## config.mk

```make
export PLATFORM = sky130hd
export DESIGN_NAME = collision_probe_arbiter
export DESIGN_NICKNAME = d
export VERILOG_FILES = /design/src/rtl/collision_probe_arbiter.sv
export SDC_FILE = /design/constraint.sdc
export NUM_CORES = 1
export LEC_CHECK = 0
export CORE_UTILIZATION = 35
export CTS_CLUSTER_DIAMETER = 150
export DETAILED_ROUTE_END_ITERATION = 8
export SETUP_SLACK_MARGIN = 0.2
export SLEW_MARGIN = 15
export SYNTH_ARGS = -nofsm -noshare
export SYNTH_HDL_FRONTEND = slang
export SYNTH_SLANG_ARGS = --single-unit
```

## constraint.sdc

```tcl
create_clock -name clock -period 3.9 [get_ports clock]
set_input_delay 0.585 -clock clock [delete_from_list [all_inputs] [get_ports clock]]
set_output_delay 0.585 -clock clock [all_outputs]
set_load 0.03 [all_outputs]
```

## src/rtl/collision_probe_arbiter.sv

```systemverilog
// Shares the single-port collision ROM between two character controllers:
// round-robin grant, four hitbox-corner probes, one-hot material mask result.
module collision_probe_arbiter #(
    parameter int BOX_W    = 16,
    parameter int BOX_H    = 24,
    parameter int SCR_W    = 640,
    parameter int SCR_H    = 480,
    parameter int OOB_CODE = 1
) (
    input  logic        clock,
    input  logic        reset,
    input  logic [1:0]  req,
    input  logic [19:0] req_x,
    input  logic [17:0] req_y,
    output logic [1:0]  done,
    output logic [7:0]  hit_mask,
    output logic        busy,
    output logic [18:0] rom_addr,
    input  logic [2:0]  rom_q
);

    typedef enum logic [1:0] {S_IDLE, S_PROBE, S_DRAIN, S_DONE} state_t;

    state_t      state;
    logic        rr_last;
    logic        gnt;
    logic        pick;
    logic [1:0]  k;
    logic [9:0]  lat_x;
    logic [8:0]  lat_y;
    logic        oob_d;
    logic [7:0]  acc;
    logic [7:0]  acc_next;
    logic [10:0] cx;
    logic [10:0] cy;
    logic        corner_oob;
    logic [2:0]  fold_code;

    // Both requesting: the one that did not win last time; otherwise the sole requester.
    always_comb pick = (req == 2'b11) ? ~rr_last : req[1];

    always_comb begin
        // NOTE: every signal written here gets a default first, so no latch is inferred.
        rom_addr   = '0;
        cx         = {1'b0, lat_x} + (k[0] ? 11'(BOX_W - 1) : 11'd0);
        cy         = {2'b0, lat_y} + (k[1] ? 11'(BOX_H - 1) : 11'd0);
        corner_oob = (cx >= 11'(SCR_W)) || (cy >= 11'(SCR_H));
        if (state == S_PROBE && !corner_oob)
            rom_addr = 19'(cy) * 19'(SCR_W) + 19'(cx);
    end

    // rom_q belongs to the corner presented one cycle earlier; oob_d is its matching flag.
    always_comb begin
        fold_code = oob_d ? 3'(OOB_CODE) : rom_q;
        acc_next  = acc | (8'd1 << fold_code);
    end

    always_ff @(posedge clock) begin
        if (reset) begin
            state    <= S_IDLE;
            done     <= '0;
            hit_mask <= '0;
            busy     <= 1'b0;
            rr_last  <= 1'b1;
            gnt      <= 1'b0;
            k        <= '0;
            lat_x    <= '0;
            lat_y    <= '0;
            oob_d    <= 1'b0;
            acc      <= '0;
        end else begin
            // NOTE: sequential state uses non-blocking assignments so every flop sees pre-edge values.
            done <= '0;
            case (state)
                S_IDLE: begin
                    if (req != 2'b00) begin
                        gnt     <= pick;
                        rr_last <= pick;
                        lat_x   <= pick ? req_x[19:10] : req_x[9:0];
                        lat_y   <= pick ? req_y[17:9]  : req_y[8:0];
                        acc     <= '0;
                        busy    <= 1'b1;
                        k       <= '0;
                        state   <= S_PROBE;
                    end
                end
                S_PROBE: begin
                    oob_d <= corner_oob;
                    if (k != 2'd0)
                        acc <= acc_next;
                    k <= k + 2'd1;
                    if (k == 2'd3)
                        state <= S_DRAIN;
                end
                S_DRAIN: begin
                    acc      <= acc_next;
                    hit_mask <= acc_next;
                    done     <= gnt ? 2'b10 : 2'b01;
                    state    <= S_DONE;
                end
                S_DONE: begin
                    busy  <= 1'b0;
                    state <= S_IDLE;
                end
                default: state <= S_IDLE;
            endcase
        end
    end

endmodule
```

Yosys cells after proc, flatten, opt, wreduce, memory -nomap -nowiden
Cells that the tools add are included.
{"block": "classes", "div": 0, "n_eq_ne": 8, "n_mux": 18, "n_reduce_logical": 15, "n_addsub": 4, "bitwise": 3, "n_mul": 1, "order_cmp": 2, "shift": 1}
{"cell": "$pmux W8 S3", "count": 1}
{"cell": "$add A19 B11 Y19", "count": 1}
{"cell": "$mux W19", "count": 1}
{"cell": "$mux W8", "count": 2}
{"cell": "$mul A10 B3 Y12 const B", "count": 1}
{"cell": "$add A10 B4 Y11", "count": 1}
{"cell": "$ge A11 B10 Y1 const B", "count": 1}
{"cell": "$add A9 B5 Y10", "count": 1}
{"cell": "$ge A10 B9 Y1 const B", "count": 1}
{"cell": "$mux W10", "count": 1}
{"cell": "$mux W9", "count": 1}
{"cell": "$eq A2 B2 Y1 const B", "count": 4}
{"cell": "$mux W2", "count": 4}
{"cell": "$or A8 B8 Y8", "count": 1}
{"cell": "$pmux W2 S4", "count": 1}
{"cell": "$reduce_and A2 Y1", "count": 4}
{"cell": "$reduce_bool A2 Y1", "count": 4}
{"cell": "$shl A1 B3 Y8 const A", "count": 1}
{"cell": "$mux W5", "count": 1}
{"cell": "$mux W4", "count": 1}
{"cell": "$ne A2 B1 Y1 const B", "count": 2}
{"cell": "$pmux W2 S2", "count": 1}
{"cell": "$mux W3", "count": 1}
{"cell": "$reduce_and A3 Y1", "count": 1}
{"cell": "12 further kinds", "count": 14}
{"block": "totals", "n_memories": 0, "mem_bits_ro": 0, "register_bits": 45, "latchBits": 0, "word_cells": 63, "mem_bits_rw": 0, "input_bits": 45}

Depth between registers and ports, before layout
Gate-level depths: netlist (run 1).
{"block": "logic_depth", "depth_word": 7, "ltp_mapped": 15}

Worst setup path after synthesis (run 1)
Ideal clock, no wire load.
{"block": "synth_path", "kind": "reg-to-output", "start": "reg k[1]", "end": "out rom_addr[18]", "t_arrival_ns": 3.802, "required_time_ns": 3.315, "stages_incl_launch_ff": 16, "slack_ns": -0.487, "path_cell_list": "dfxtp_1 -> ha_1 -> fa_1 -> or3_2 -> o21ai_0 -> a31oi_1 -> xnor2_1 -> inv_1 -> ha_1 -> a211o_1 -> a2111oi_2 -> nand4b_1 -> nand4_1 -> nor4_2 -> xnor2_1 -> nor2_2"}
{"block": "synth_via", "elab_chain_len": 7}
{"item": "start: declaration", "line_no": "28", "rtl": "logic [1:0] k;"}
{"item": "start signal: assignment", "line_no": "91", "rtl": "k <= k + 2'd1;"}
{"item": "$mux W5 *", "line_no": "46", "rtl": "cy = {2'b0, lat_y} + (k[1] ? 11'(BOX_H - 1) : 11'd0);"}
{"item": "$add A9 B5 Y10 *", "line_no": "46"}
{"item": "parallel branches: the longest is 4 deep, another holds $add A19 B11 Y19"}
{"item": "$mux W19 *", "line_no": "48", "rtl": "if (state == S_PROBE && !corner_oob)"}
{"item": "end: declaration", "line_no": "18", "rtl": "output logic [18:0] rom_addr,"}
Every way passes the cells marked *.

Worst setup path in the final report (run 1)
Ends and elaborated chain as after synthesis.

==> reports/qor.csv, run 1 <==
stage;metric;value;unit
logic_synthesis;synthesis.nets;494;
placement;place_inst;660;
sta;timing.fmax;0.218;GHz
cts;h-tree-depth;2;
critical_path;worstPathRequired;3310;ps
critical_path;r2r_cells;12;
critical_path;r2r-end;oob_d;
logic_synthesis;synth_simple_gate_area_frac;0.222;
sta;timing_worst_slew_pin_value;818;ps
sta;finalSetupViolations;6;
cts;worstSkewPairLatency;300;ps
cts;clock-root-buffer;sky130_fd_sc_hd__clkbuf_8;
grt;first_global_vias;3380;
logic_synthesis;synth_fa_ha_area_frac;0.133;
layout;area_delta_synth_final;60.7;%
sta;fin_hold_ws;444;ps
routing;route.detailed.wl_per_inst;13.5;um
sta;timing.slew.headroom;0.451;
layout;layout.core_utilization;0.586;
logic_synthesis;synth_seq_area_share;0.264;
logic_synthesis;synth-edff-count;0;
cts;worst_setup_hold_path_clk_slew;90;ps
placement;detailed_place_hpwl;6860;um
logic_synthesis;synth_top_family_by_area;simple AND/OR/NAND/NOR gates;
layout;layout-drive-gt1-share;0.363;
routing;drt_pre_antenna_iters;4;
sta;setup_repair_after_global_routing_missed_its_margin;true;
cts;ctsHoldBuffers;0;
sta;drv_slew;0;
layout;num-nets-final;636;
layout;most_used_cells_in_the_layout_excluding_fill_and_tap_cells;sky130_fd_sc_hd__buf_4, sky130_fd_sc_hd__nor2_1, sky130_fd_sc_hd__clkdlybuf4s50_1;
cts;numCtsBuffers;5;
floorplan;placeableCoreArea;9370;um2
grt;number_of_antenna_violations_at_the_first_check_in_global_routing;0;
logic_synthesis;postSynthAreaPerCell;8.22;um2
floorplan;die_x;101;um
power_and_ir_drop;power.density;724;nW/um2
logic_synthesis;synth_mux_area_frac;0.0586;
logic_synthesis;synthXorXnorAreaFrac;0.0911;
floorplan;floorplan.io_pins;75;
logic_synthesis;synthesized_area_fraction_occupied_by_ao_oa_aoi_and_oai_cells;0.189;
logic_synthesis;postSynthRegisterBits;45;
grt;grt_overflow;0;
sta;period_share;1.18;
run_status;run_status;complete, but fails checks;
cts;tritoncts;built;
logic_synthesis;async_reset_ff_frac;0;
floorplan;vertical_die_dimension;101;um
power_and_ir_drop;p_leak;2.22;nW
routing;drcViolationCount;0;
worst_hold_path;hold_path.startpoint;gnt;
critical_path;critical_path_arrival;4010;ps
sta;final_critical_path_setup_slack;-694;ps
sta;final.min_clock_period;4590;ps
layout;instances_no_fill;688;
floorplan;initial_utilization;0.365;
floorplan;rows;35;
routing;route.detailed.vias_per_inst;4.94;
routing;via_count;3400;
power_and_ir_drop;post-layout-total-power;3.98;mW
placement;port_buffers;74;
grt;groute.usage.overall;0.184;
logic_synthesis;mappedNetlistArea;3420;um2
critical_path;path_class;reg -> out;
layout;n_antenna_cell;0;
cts;cts_sinks;45;
run_status;failed_checks;setup timing;
logic_synthesis;synth.yosys.warnings;0;
run;drv_cap;0;
critical_path;worstPathMaxFanout;6;
sta;clock-skew-final;13.9;ps
grt;grt_pass1_wl;15000;um
layout;layout_commonest_cell;sky130_fd_sc_hd__buf_4;
placement;gp_congestion;0.821;
critical_path;regToRegStartpoint;k[1];
critical_path;crit_path_start_kind;register;
routing;ant_nets;0;
routing;drt-total-wl;9310;um
layout;final_cell_area;5490;um2
logic_synthesis;count_of_mapped_cells_out_of_synthesis;416;
placement;dpl_cell_area;4730;um2
floorplan;die_area;10200;um2
worst_hold_path;hp-class;reg -> reg;
critical_path;setup_slack_of_the_most_critical_reg_to_reg_path;1240;ps
sta;number_of_endpoints_with_negative_hold_slack_in_the_final_report;0;
grt;largest_net_degree_at_the_start_of_global_routing;41;
worst_hold_path;timing.hold.worst_path_depth;1;
worst_hold_path;hold_path_end;done[0];
critical_path;critPathCaptureType;output pin;
power_and_ir_drop;power.ir.vdd_worst;444;uV
routing;drt_iter0_drc;81;
cts;maximum_clock_path_buffer_count;2;
logic_synthesis;ys_dominant_reg_cell;sky130_fd_sc_hd__dfxtp_1;
logic_synthesis;ys_types;56;
==> synthesized netlist by cell type (all sizes together), types with 3 or more instances <==
| master | count | share of area |
|---|---|---|
| dfxtp | 45 | 0.26 |
| nand2b | 6 | 0.011 |
| nand2 | 18 | 0.020 |
| or2 | 3 | 0.0055 |
| xor2 | 15 | 0.038 |
| xnor2 | 18 | 0.046 |
| inv | 12 | 0.013 |
| nor2 | 84 | 0.10 |
| and2 | 3 | 0.0055 |
| ha | 29 | 0.11 |
| mux2i | 20 | 0.059 |
| a211oi | 33 | 0.074 |
| a31oi | 6 | 0.011 |
| nor3b | 4 | 0.0088 |
| buf | 6 | 0.011 |
| nand3 | 6 | 0.0088 |
| nor2b | 8 | 0.015 |
| a21oi | 19 | 0.029 |
| a22oi | 8 | 0.018 |
| o21ai | 10 | 0.016 |
| and3 | 5 | 0.010 |
| clkbuf | 16 | 0.018 |
| nor3 | 10 | 0.016 |
| a21o | 7 | 0.016 |
| fa | 4 | 0.023 |
==> stage by stage <==
stage / TNS, ps / setup slack, ps
after floorplan: -324 / -173
final: -3010 / -694
after CTS: -3400 / -721
after global placement: -1170 / -604
after detailed placement: -1630 / -696
after global routing: -4290 / -894
==> routing by layer <==
layer  part of all wire  wire length (um)  GRT usage
met5                  0                 0          0
met1               0.41              3820      0.210
met4              0.011               104     0.0479
met3              0.027               250     0.0270
met2               0.55              5140      0.355
==> report_power, final <==
group          switching [mW]  total [mW]  internal (mW)
Clock                   0.162       0.371          0.208
Sequential              0.136       0.729          0.593
Combinational            1.43        2.88           1.44
==> state kept, by name, summed over array words and instances, names as in the netlist, 2 cells and up <==
signal / cells
lat_x: 10
hit_mask: 8
k: 2
done: 2
lat_y: 9
state: 2
acc: 8
==> worst max path at each step <==
| stage | from | endpoint | depth (start not counted) |
|---|---|---|---|
| 2_1_floorplan | k[1] | rom_addr[18] | 15 |
| 3_3_place_gp | k[1] | rom_addr[17] | 16 |
| 3_5_place_dp | k[1] | rom_addr[17] | 16 |
| 4_1_cts | k[1] | rom_addr[18] | 17 |
| 5_1_grt | k[1] | rom_addr[18] | 17 |
| 6_report | k[1] | rom_addr[18] | 17 |
==> cell families after synthesis <==
kind of cell / after synthesis
XOR/XNOR: 34
buffers and inverters: 34
flip-flops: 45
AO/OA/AOI/OAI: 93
AND/OR/NAND/NOR: 156
multiplexers: 20
adder cells (fa/ha/maj): 34
==> critical path: stages (launching register included) <==
cell	delay (ps)
sky130_fd_sc_hd__dfxtp_4	380
sky130_fd_sc_hd__ha_4	170
sky130_fd_sc_hd__fa_2	400
sky130_fd_sc_hd__buf_6	140
sky130_fd_sc_hd__a211oi_4	220
sky130_fd_sc_hd__nor3_2	80
sky130_fd_sc_hd__xnor2_1	220
sky130_fd_sc_hd__xor2_1	200
sky130_fd_sc_hd__ha_1	280
sky130_fd_sc_hd__or2_2	320
sky130_fd_sc_hd__o211ai_1	130
sky130_fd_sc_hd__a21o_1	190
sky130_fd_sc_hd__o311ai_2	150
sky130_fd_sc_hd__buf_4	190
sky130_fd_sc_hd__nor4_4	300
sky130_fd_sc_hd__xnor2_2	150
sky130_fd_sc_hd__nor2_2	50
sky130_fd_sc_hd__buf_6	130
==> cell type report <==
type	count	area, um2
multi-input combinational	337	2850
sequential	45	911
tap	129	161
clock inverter	2	37.5
timing repair buffer	157	1410
clock buffer	6	82.6
inverter	12	45.0
fill	854	3880
==> repair_timing <==
action                                  CTS  global route
pin swaps                                44            32
buffers inserted                         14             6
endpoints found under the setup margin   19            19
endpoints found under the hold margin     0             0
resized for setup                        98            44
Note: power is estimated with default switching activity, not from simulation.
==> inputs of run 2 (changes only) <==
--- a/config.mk
+++ b/config.mk
@@ -5,6 +5,7 @@
 export SDC_FILE = /design/constraint.sdc
 export NUM_CORES = 1
 export LEC_CHECK = 0
+export CORE_MARGIN = 2
 export CORE_UTILIZATION = 35
 export CTS_CLUSTER_DIAMETER = 150
 export DETAILED_ROUTE_END_ITERATION = 8
==> run 2 against run 1 <==
The run still ends with setup timing left. Total power is 11% lower. Worst setup slack improved by 180 ps. Largest power group unchanged. Die area up 4.0%. Wire length shrank 6.4%.
==> reports/qor.csv, run 2 (synthesis results as in run 1) <==
stage;metric;value;unit;change
cts;h-tree-depth;2;;unchanged
sta;final_critical_path_setup_slack;-509;ps;+185 ps
cts;worstSkewPairLatency;300;ps;about the same
routing;ant_nets;0;;unchanged
power_and_ir_drop;post-layout-total-power;3.55;mW;-11%
grt;grt_pass1_wl;13900;um;-7.5%
critical_path;path_class;reg -> out;;
routing;route.detailed.vias_per_inst;4.89;;-0.95%
sta;setup_repair_after_global_routing_missed_its_margin;true;;
routing;route.detailed.wl_per_inst;13.1;um;-3.2%
layout;final_cell_area;5140;um2;-6.3%
sta;finalSetupViolations;6;;unchanged
layout;reg.largest.list;lat_x: 10 flops, lat_y: 9 flops;;
routing;drt_pre_antenna_iters;7;;+3
sta;period_share;1.13;;-0.0474
worst_hold_path;hold_path_end;done[0];;
layout;num-nets-final;609;;-4.2%
layout;max_flop_register;lat_x;;
sta;number_of_endpoints_with_negative_hold_slack_in_the_final_report;0;;unchanged
power_and_ir_drop;power.ir.vdd_worst;314;uV;-29%
grt;grt_overflow;0;;unchanged
floorplan;rows;36;;+2.9%
layout;area_delta_synth_final;50.5;%;
cts;maximum_clock_path_buffer_count;2;;unchanged
run_status;failed_checks;setup timing;;
floorplan;placeableCoreArea;9640;um2;+2.9%
grt;groute.usage.overall;0.165;;-0.0191
layout;n_fill_cell;932;;+9.1%
critical_path;crit_path_start_kind;register;;
routing;wl_met3;320;um;+28%
grt;first_global_vias;3070;;-9.2%
cts;numCtsBuffers;5;;unchanged
floorplan;initial_utilization;0.355;;-0.0101
floorplan;die_area;10600;um2;+4.0%
power_and_ir_drop;p_leak;2.07;nW;-6.7%
routing;via_count;3255;;-4.3%
critical_path;setup_slack_of_the_most_critical_reg_to_reg_path;1480;ps;+240 ps
critical_path;critPathCaptureType;output pin;;
critical_path;critical_path_arrival;3820;ps;-190 ps
routing;drt-total-wl;8720;um;-6.4%
routing;dr_wl_met2;4590;um;-11%
critical_path;r2r_cells;9;;-3
layout;most_used_cells_in_the_layout_excluding_fill_and_tap_cells;sky130_fd_sc_hd__nor2_1, sky130_fd_sc_hd__clkdlybuf4s50_1, sky130_fd_sc_hd__buf_4;;
floorplan;floorplan.io_pins;75;;unchanged
sta;timing_worst_slew_pin_value;825;ps;+6.98 ps
cts;clock-root-buffer;sky130_fd_sc_hd__clkbuf_8;;
grt;number_of_antenna_violations_at_the_first_check_in_global_routing;0;;unchanged
routing;routedLengthMet1;3700;um;-3.1%
layout;layout.core_utilization;0.534;;-0.0522
cts;tritoncts;built;;
critical_path;worstPathMaxFanout;5;;-1
routing;drcViolationCount;0;;unchanged
sta;timing.fmax;0.227;GHz;+4.2%
sta;timing.slew.headroom;0.447;;-0.00468
sta;clock-skew-final;5.09;ps;-8.78 ps
critical_path;r2r-end;oob_d;;
worst_hold_path;hold_path.startpoint;gnt;;
layout;layout_commonest_cell;sky130_fd_sc_hd__nor2_1;;
placement;port_buffers;74;;unchanged
floorplan;vertical_die_dimension;103;um;+2.0%
run_status;run_status;complete, but fails checks;;
sta;drv_slew;0;;unchanged
worst_hold_path;timing.hold.worst_path_depth;1;;unchanged
critical_path;worstPathRequired;3310;ps;about the same
power_and_ir_drop;power.density;689;nW/um2;-4.8%
routing;drt_iter0_drc;87;;+7.4%
cts;cts_sinks;45;;unchanged
cts;worst_setup_hold_path_clk_slew;80;ps;about the same
layout;layout-drive-gt1-share;0.286;;-0.0774
layout;n_antenna_cell;0;;unchanged
placement;detailed_place_hpwl;6650;um;-3.1%
placement;dpl_cell_area;4570;um2;-3.4%
floorplan;die_x;103;um;+2.0%
worst_hold_path;hp-class;reg -> reg;;
placement;gp_congestion;0.817;;-0.50%
routing;top_layer_used;met4;;
sta;final.min_clock_period;4410;ps;-185 ps
run;drv_cap;0;;unchanged
sta;setup-tns-final;-2370;ps;+647 ps
sta;fin_hold_ws;452;ps;+8.45 ps
layout;largest_register_ffs;10;;unchanged
grt;largest_net_degree_at_the_start_of_global_routing;46;;+12%
critical_path;regToRegStartpoint;k[1];;
[run 2: changes by cell type in the layout (fill, tap and decap cells not counted), moves of 3 or more]
cell / delta
sky130_fd_sc_hd__buf_4: -18
sky130_fd_sc_hd__buf_6: -10
sky130_fd_sc_hd__dlygate4sd2_1: +8
sky130_fd_sc_hd__nor2_1: +5
sky130_fd_sc_hd__buf_2: -4
sky130_fd_sc_hd__clkdlybuf4s15_2: -4
sky130_fd_sc_hd__nor2_2: -3
sky130_fd_sc_hd__nor3_1: +3
[run 2: through the flow]
stage               worst slack, ps  instances
CTS                            -554        659
finish                         -509        665
global route                   -771        665
global placement               -200        642
floorplan                      -173        416
detailed placement             -242        642
[run 2: power by group]
| part | switching, mW | internal, mW | leakage [nW] |
|---|---|---|---|
| combinational | 1.31 | 1.20 | 1.65 |
| sequential | 0.143 | 0.595 | 0.372 |
| clock | 0.152 | 0.145 | 0.0455 |
[run 2: per-layer routing]
metal  vias up  track usage
met2        57        0.307
met4         0       0.0466
li1       1689            -
met5         -            0
met3        12       0.0251
met1      1497        0.197
[run 2: worst max-delay path by stage]
stage | endpoint | slack, ps | start
final | rom_addr[16] | -510 | k[1]
after global routing | rom_addr[16] | -770 | k[1]
after CTS | rom_addr[18] | -550 | k[1]
after detailed placement | rom_addr[17] | -240 | k[1]
after global placement | rom_addr[17] | -200 | k[1]
after floorplan | rom_addr[18] | -170 | k[1]
[run 2: cell type report]
type                    instances  area [um2]  share of cell area
well taps                     133         166              0.0323
flip-flops and latches         45         913               0.178
inverters                      12        45.0             0.00875
repair buffers                130        1170               0.228
clock buffers                   8        90.1              0.0175
multi-input cells             337        2760               0.536
[run 2: repair_timing]
action                                  in CTS  in global routing
buffers inserted                             9                  6
hold buffers                                 0                  0
endpoints found under the setup margin      19                 17
pin swaps                                   31                 30
gates resized for setup                     62                 26
[run 2: critical path: stages, from the launching register on]
cell	delay (ps)
sky130_fd_sc_hd__dfxtp_4	380
sky130_fd_sc_hd__buf_4	150
sky130_fd_sc_hd__ha_4	230
sky130_fd_sc_hd__a21o_1	200
sky130_fd_sc_hd__a21oi_4	160
sky130_fd_sc_hd__o21ba_2	220
sky130_fd_sc_hd__xnor2_1	190
sky130_fd_sc_hd__xor2_1	110
sky130_fd_sc_hd__ha_1	260
sky130_fd_sc_hd__a211o_1	320
sky130_fd_sc_hd__a2111oi_2	350
sky130_fd_sc_hd__nand4b_1	170
sky130_fd_sc_hd__nand4_1	160
sky130_fd_sc_hd__nor2_1	180
sky130_fd_sc_hd__xor2_1	260
sky130_fd_sc_hd__nor2_4	50
sky130_fd_sc_hd__buf_6	140
==> inputs of run 3 (changes only) <==
--- a/config.mk
+++ b/config.mk
@@ -9,6 +9,7 @@
 export CORE_UTILIZATION = 35
 export CTS_CLUSTER_DIAMETER = 150
 export DETAILED_ROUTE_END_ITERATION = 8
+export REMOVE_ABC_BUFFERS = 1
 export SETUP_SLACK_MARGIN = 0.2
 export SLEW_MARGIN = 15
 export SYNTH_ARGS = -nofsm -noshare
==> run 3 against run 2 <==
The run still ends with setup timing left. Clock power shrank 5%. Wire length shrank 3.6%. Critical endpoint is now rom_addr[18]. Sequential cell count stayed put. Sequential power down 1%. Sequential share of layout area decreased by 0.20 points.
==> reports/qor.csv, run 3 (synthesis results as in run 1) <==
stage;metric;value;unit;change
placement;dpl_cell_area;4570;um2;+0.11%
worst_hold_path;hold_path_end;done[0];;
grt;number_of_antenna_violations_at_the_first_check_in_global_routing;0;;unchanged
grt;grt_pass1_wl;13900;um;+0.10%
power_and_ir_drop;intPower;2.02;mW;+4.2%
floorplan;die_x;103;um;unchanged
run_status;failed_checks;setup timing;;
sta;final.min_clock_period;4520;ps;+112 ps
power_and_ir_drop;power.switching;1.59;mW;-1.4%
sta;timing.slew.headroom;0.318;;-0.128
routing;route.detailed.wl_per_inst;12.5;um;-5.0%
worst_hold_path;hold_path.startpoint;gnt;;
critical_path;worstPathMaxFanout;4;;-1
power_and_ir_drop;comb_power_share;0.720;;+0.012
routing;drcViolationCount;0;;unchanged
floorplan;floorplan.io_pins;75;;unchanged
layout;largest_register_ffs;10;;unchanged
layout;seq_area;908;um2;-0.55%
floorplan;placeableCoreArea;9640;um2;unchanged
layout;max_flop_register;lat_x;;
layout;area_delta_synth_final;51.4;%;
critical_path;worstPathRequired;3310;ps;about the same
layout;layout-drive-gt1-share;0.293;;+0.00764
routing;drt_pre_antenna_iters;4;;-3
power_and_ir_drop;power.share.sequential;0.202;;-0.006
critical_path;critPathBufInv;4;;+2
floorplan;vertical_die_dimension;103;um;unchanged
cts;cts_sinks;45;;unchanged
critical_path;r2r-end;oob_d;;
routing;ant_nets;0;;unchanged
sta;setup-tns-final;-2770;ps;-408 ps
critical_path;critical_path.cell_chain;buf_6 > fa_2 > buf_6 > xor2_4 > o21ai_1 > a31oi_1 > xnor2_1 > inv_1 > ha_1 > a211o_1 > a2111oi_2 > nand4b_1 > nand4_1 > nor4_2 > xnor2_1 > nor2_2 > buf_12;;
routing;drt_iter0_drc;64;;-26%
critical_path;crit_path_start_kind;register;;
grt;grt_overflow;0;;unchanged
worst_hold_path;timing.hold.worst_path_depth;1;;unchanged
cts;ctsHoldBuffers;0;;unchanged
critical_path;critical_path.max_stage_delay;420;ps;+40 ps
critical_path;regToRegStartpoint;k[1];;
power_and_ir_drop;power.ir.vdd_worst;314;uV;+0.15%
power_and_ir_drop;pwr-share-clk;0.078;;-0.006
sta;setup_repair_after_global_routing_missed_its_margin;true;;
run_status;run_status;complete, but fails checks;;
routing;route.detailed.vias_per_inst;4.88;;-0.24%
cts;worstSkewPairLatency;300;ps;about the same
critical_path;critical_path.slowest_cell;sky130_fd_sc_hd__fa_2;;
run;drv_cap;0;;unchanged
cts;worst_setup_hold_path_clk_slew;80;ps;about the same
placement;gp_congestion;0.782;;-4.4%
sta;finalSetupViolations;6;;unchanged
placement;port_buffers;74;;unchanged
power_and_ir_drop;p_sw_frac;0.440;;-0.0138
sta;period_share;1.16;;+0.0286
floorplan;die_area;10600;um2;unchanged
critical_path;critical_path.top_delay_family;compound AO/OA/AOI/OAI gates;;
floorplan;initial_utilization;0.355;;unchanged
cts;h-tree-depth;2;;unchanged
power_and_ir_drop;power.density;697;nW/um2;+1.1%
layout;layout_commonest_cell;sky130_fd_sc_hd__nor2_1;;
sta;clock-skew-final;10.1;ps;+5.02 ps
layout;num-nets-final;619;;+1.6%
sta;drv_slew;0;;unchanged
cts;clock-root-buffer;sky130_fd_sc_hd__clkbuf_8;;
worst_hold_path;hp-class;reg -> reg;;
critical_path;startpoint;k[1];;
layout;n_antenna_cell;0;;unchanged
sta;number_of_endpoints_with_negative_hold_slack_in_the_final_report;0;;unchanged
layout;area_occupied_by_multi_input_gates;2680;um2;-2.6%
floorplan;rows;36;;unchanged
layout;most_used_cells_in_the_layout_excluding_fill_and_tap_cells;sky130_fd_sc_hd__nor2_1, sky130_fd_sc_hd__buf_4, sky130_fd_sc_hd__clkdlybuf4s50_1;;
critical_path;r2r_cells;10;;+1
critical_path;critical_path_arrival;3940;ps;+120 ps
grt;largest_net_degree_at_the_start_of_global_routing;33;;-28%
power_and_ir_drop;p_leak;2.10;nW;+1.7%
sta;timing.fmax;0.221;GHz;-2.5%
critical_path;path_class;reg -> out;;
sta;final_critical_path_setup_slack;-621;ps;-112 ps
layout;reg.largest.list;lat_x: 10 flops, lat_y: 9 flops;;
cts;tritoncts;built;;
cts;numCtsBuffers;5;;unchanged
routing;via_count;3296;;+1.3%
grt;groute.usage.overall;0.162;;-0.00299
layout;n_fill_cell;933;;+0.11%
cts;maximum_clock_path_buffer_count;2;;unchanged
placement;detailed_place_hpwl;6230;um;-6.2%
layout;final_cell_area;5170;um2;+0.58%
critical_path;critPathCaptureType;output pin;;
routing;drt-total-wl;8410;um;-3.6%
sta;timing_worst_slew_pin_value;1020;ps;+194 ps
critical_path;setup_slack_of_the_most_critical_reg_to_reg_path;1410;ps;-70 ps
grt;first_global_vias;3089;;+0.62%
[run 3: power by group through the flow]
| stage | sequential (mW) | combinational (mW) | clock [mW] |
|---|---|---|---|
| floorplan | 0.761 | 1.31 | 0 |
| global placement | 0.722 | 2.10 | 0 |
| detailed placement | 0.727 | 2.13 | 0 |
| CTS | 0.725 | 2.41 | 0.292 |
| global route | 0.751 | 2.85 | 0.307 |
| finish | 0.729 | 2.60 | 0.281 |
[run 3: worst max-delay path by stage]
stage,cells after the start,slack [ps],end
after global placement,16,-360,rom_addr[18]
after floorplan,15,-490,rom_addr[18]
final,17,-620,rom_addr[18]
after CTS,16,-630,rom_addr[18]
after global routing,16,-850,rom_addr[18]
after detailed placement,16,-490,rom_addr[18]
[run 3: stage by stage]
stage / utilization / hold slack, ps / worst slack (ps) / cells / total power, mW
4_1_cts: 0.513 / 466 / -630 / 663 / 3.43
3_3_place_gp: 0.474 / 438 / -359 / 647 / 2.82
2_1_floorplan: - / 410 / -490 / 394 / 2.07
5_1_grt: 0.537 / 505 / -851 / 675 / 3.91
3_5_place_dp: 0.474 / 449 / -489 / 647 / 2.85
6_report: 0.537 / 466 / -621 / 675 / 3.61
[run 3: layer usage]
metal  global-route usage  up-vias  wire length, um
met5                    0        -                0
met4               0.0385        0               84
met3               0.0217        9              197
met2                0.303       49             4330
met1                0.197     1523             3800
li1                     -     1715                -
[run 3: worst register-to-register path, stage by stage (launching register included)]
cell,delay (ps)
sky130_fd_sc_hd__dfxtp_2,340
sky130_fd_sc_hd__buf_6,130
sky130_fd_sc_hd__fa_2,420
sky130_fd_sc_hd__buf_4,160
sky130_fd_sc_hd__a21o_2,180
sky130_fd_sc_hd__nor2b_1,130
sky130_fd_sc_hd__nand2b_1,180
sky130_fd_sc_hd__a2111oi_4,380
sky130_fd_sc_hd__nor3_2,120
sky130_fd_sc_hd__buf_4,150
sky130_fd_sc_hd__a211oi_1,210
[run 3: cell type report]
cell class	instances	area share
sequential	45	0.176
timing repair buffer	140	0.249
clock inverter	1	0.00145
clock buffer	7	0.0147
multi-input combinational	337	0.518
tap	133	0.0322
inverter	12	0.00870
[run 3: what timing repair did]
action | CTS | global route
pin swaps | 21 | 27
resized for setup | 51 | 26
setup endpoints to repair | 18 | 10
buffers inserted | 8 | 12
hold endpoints to repair | 0 | 0
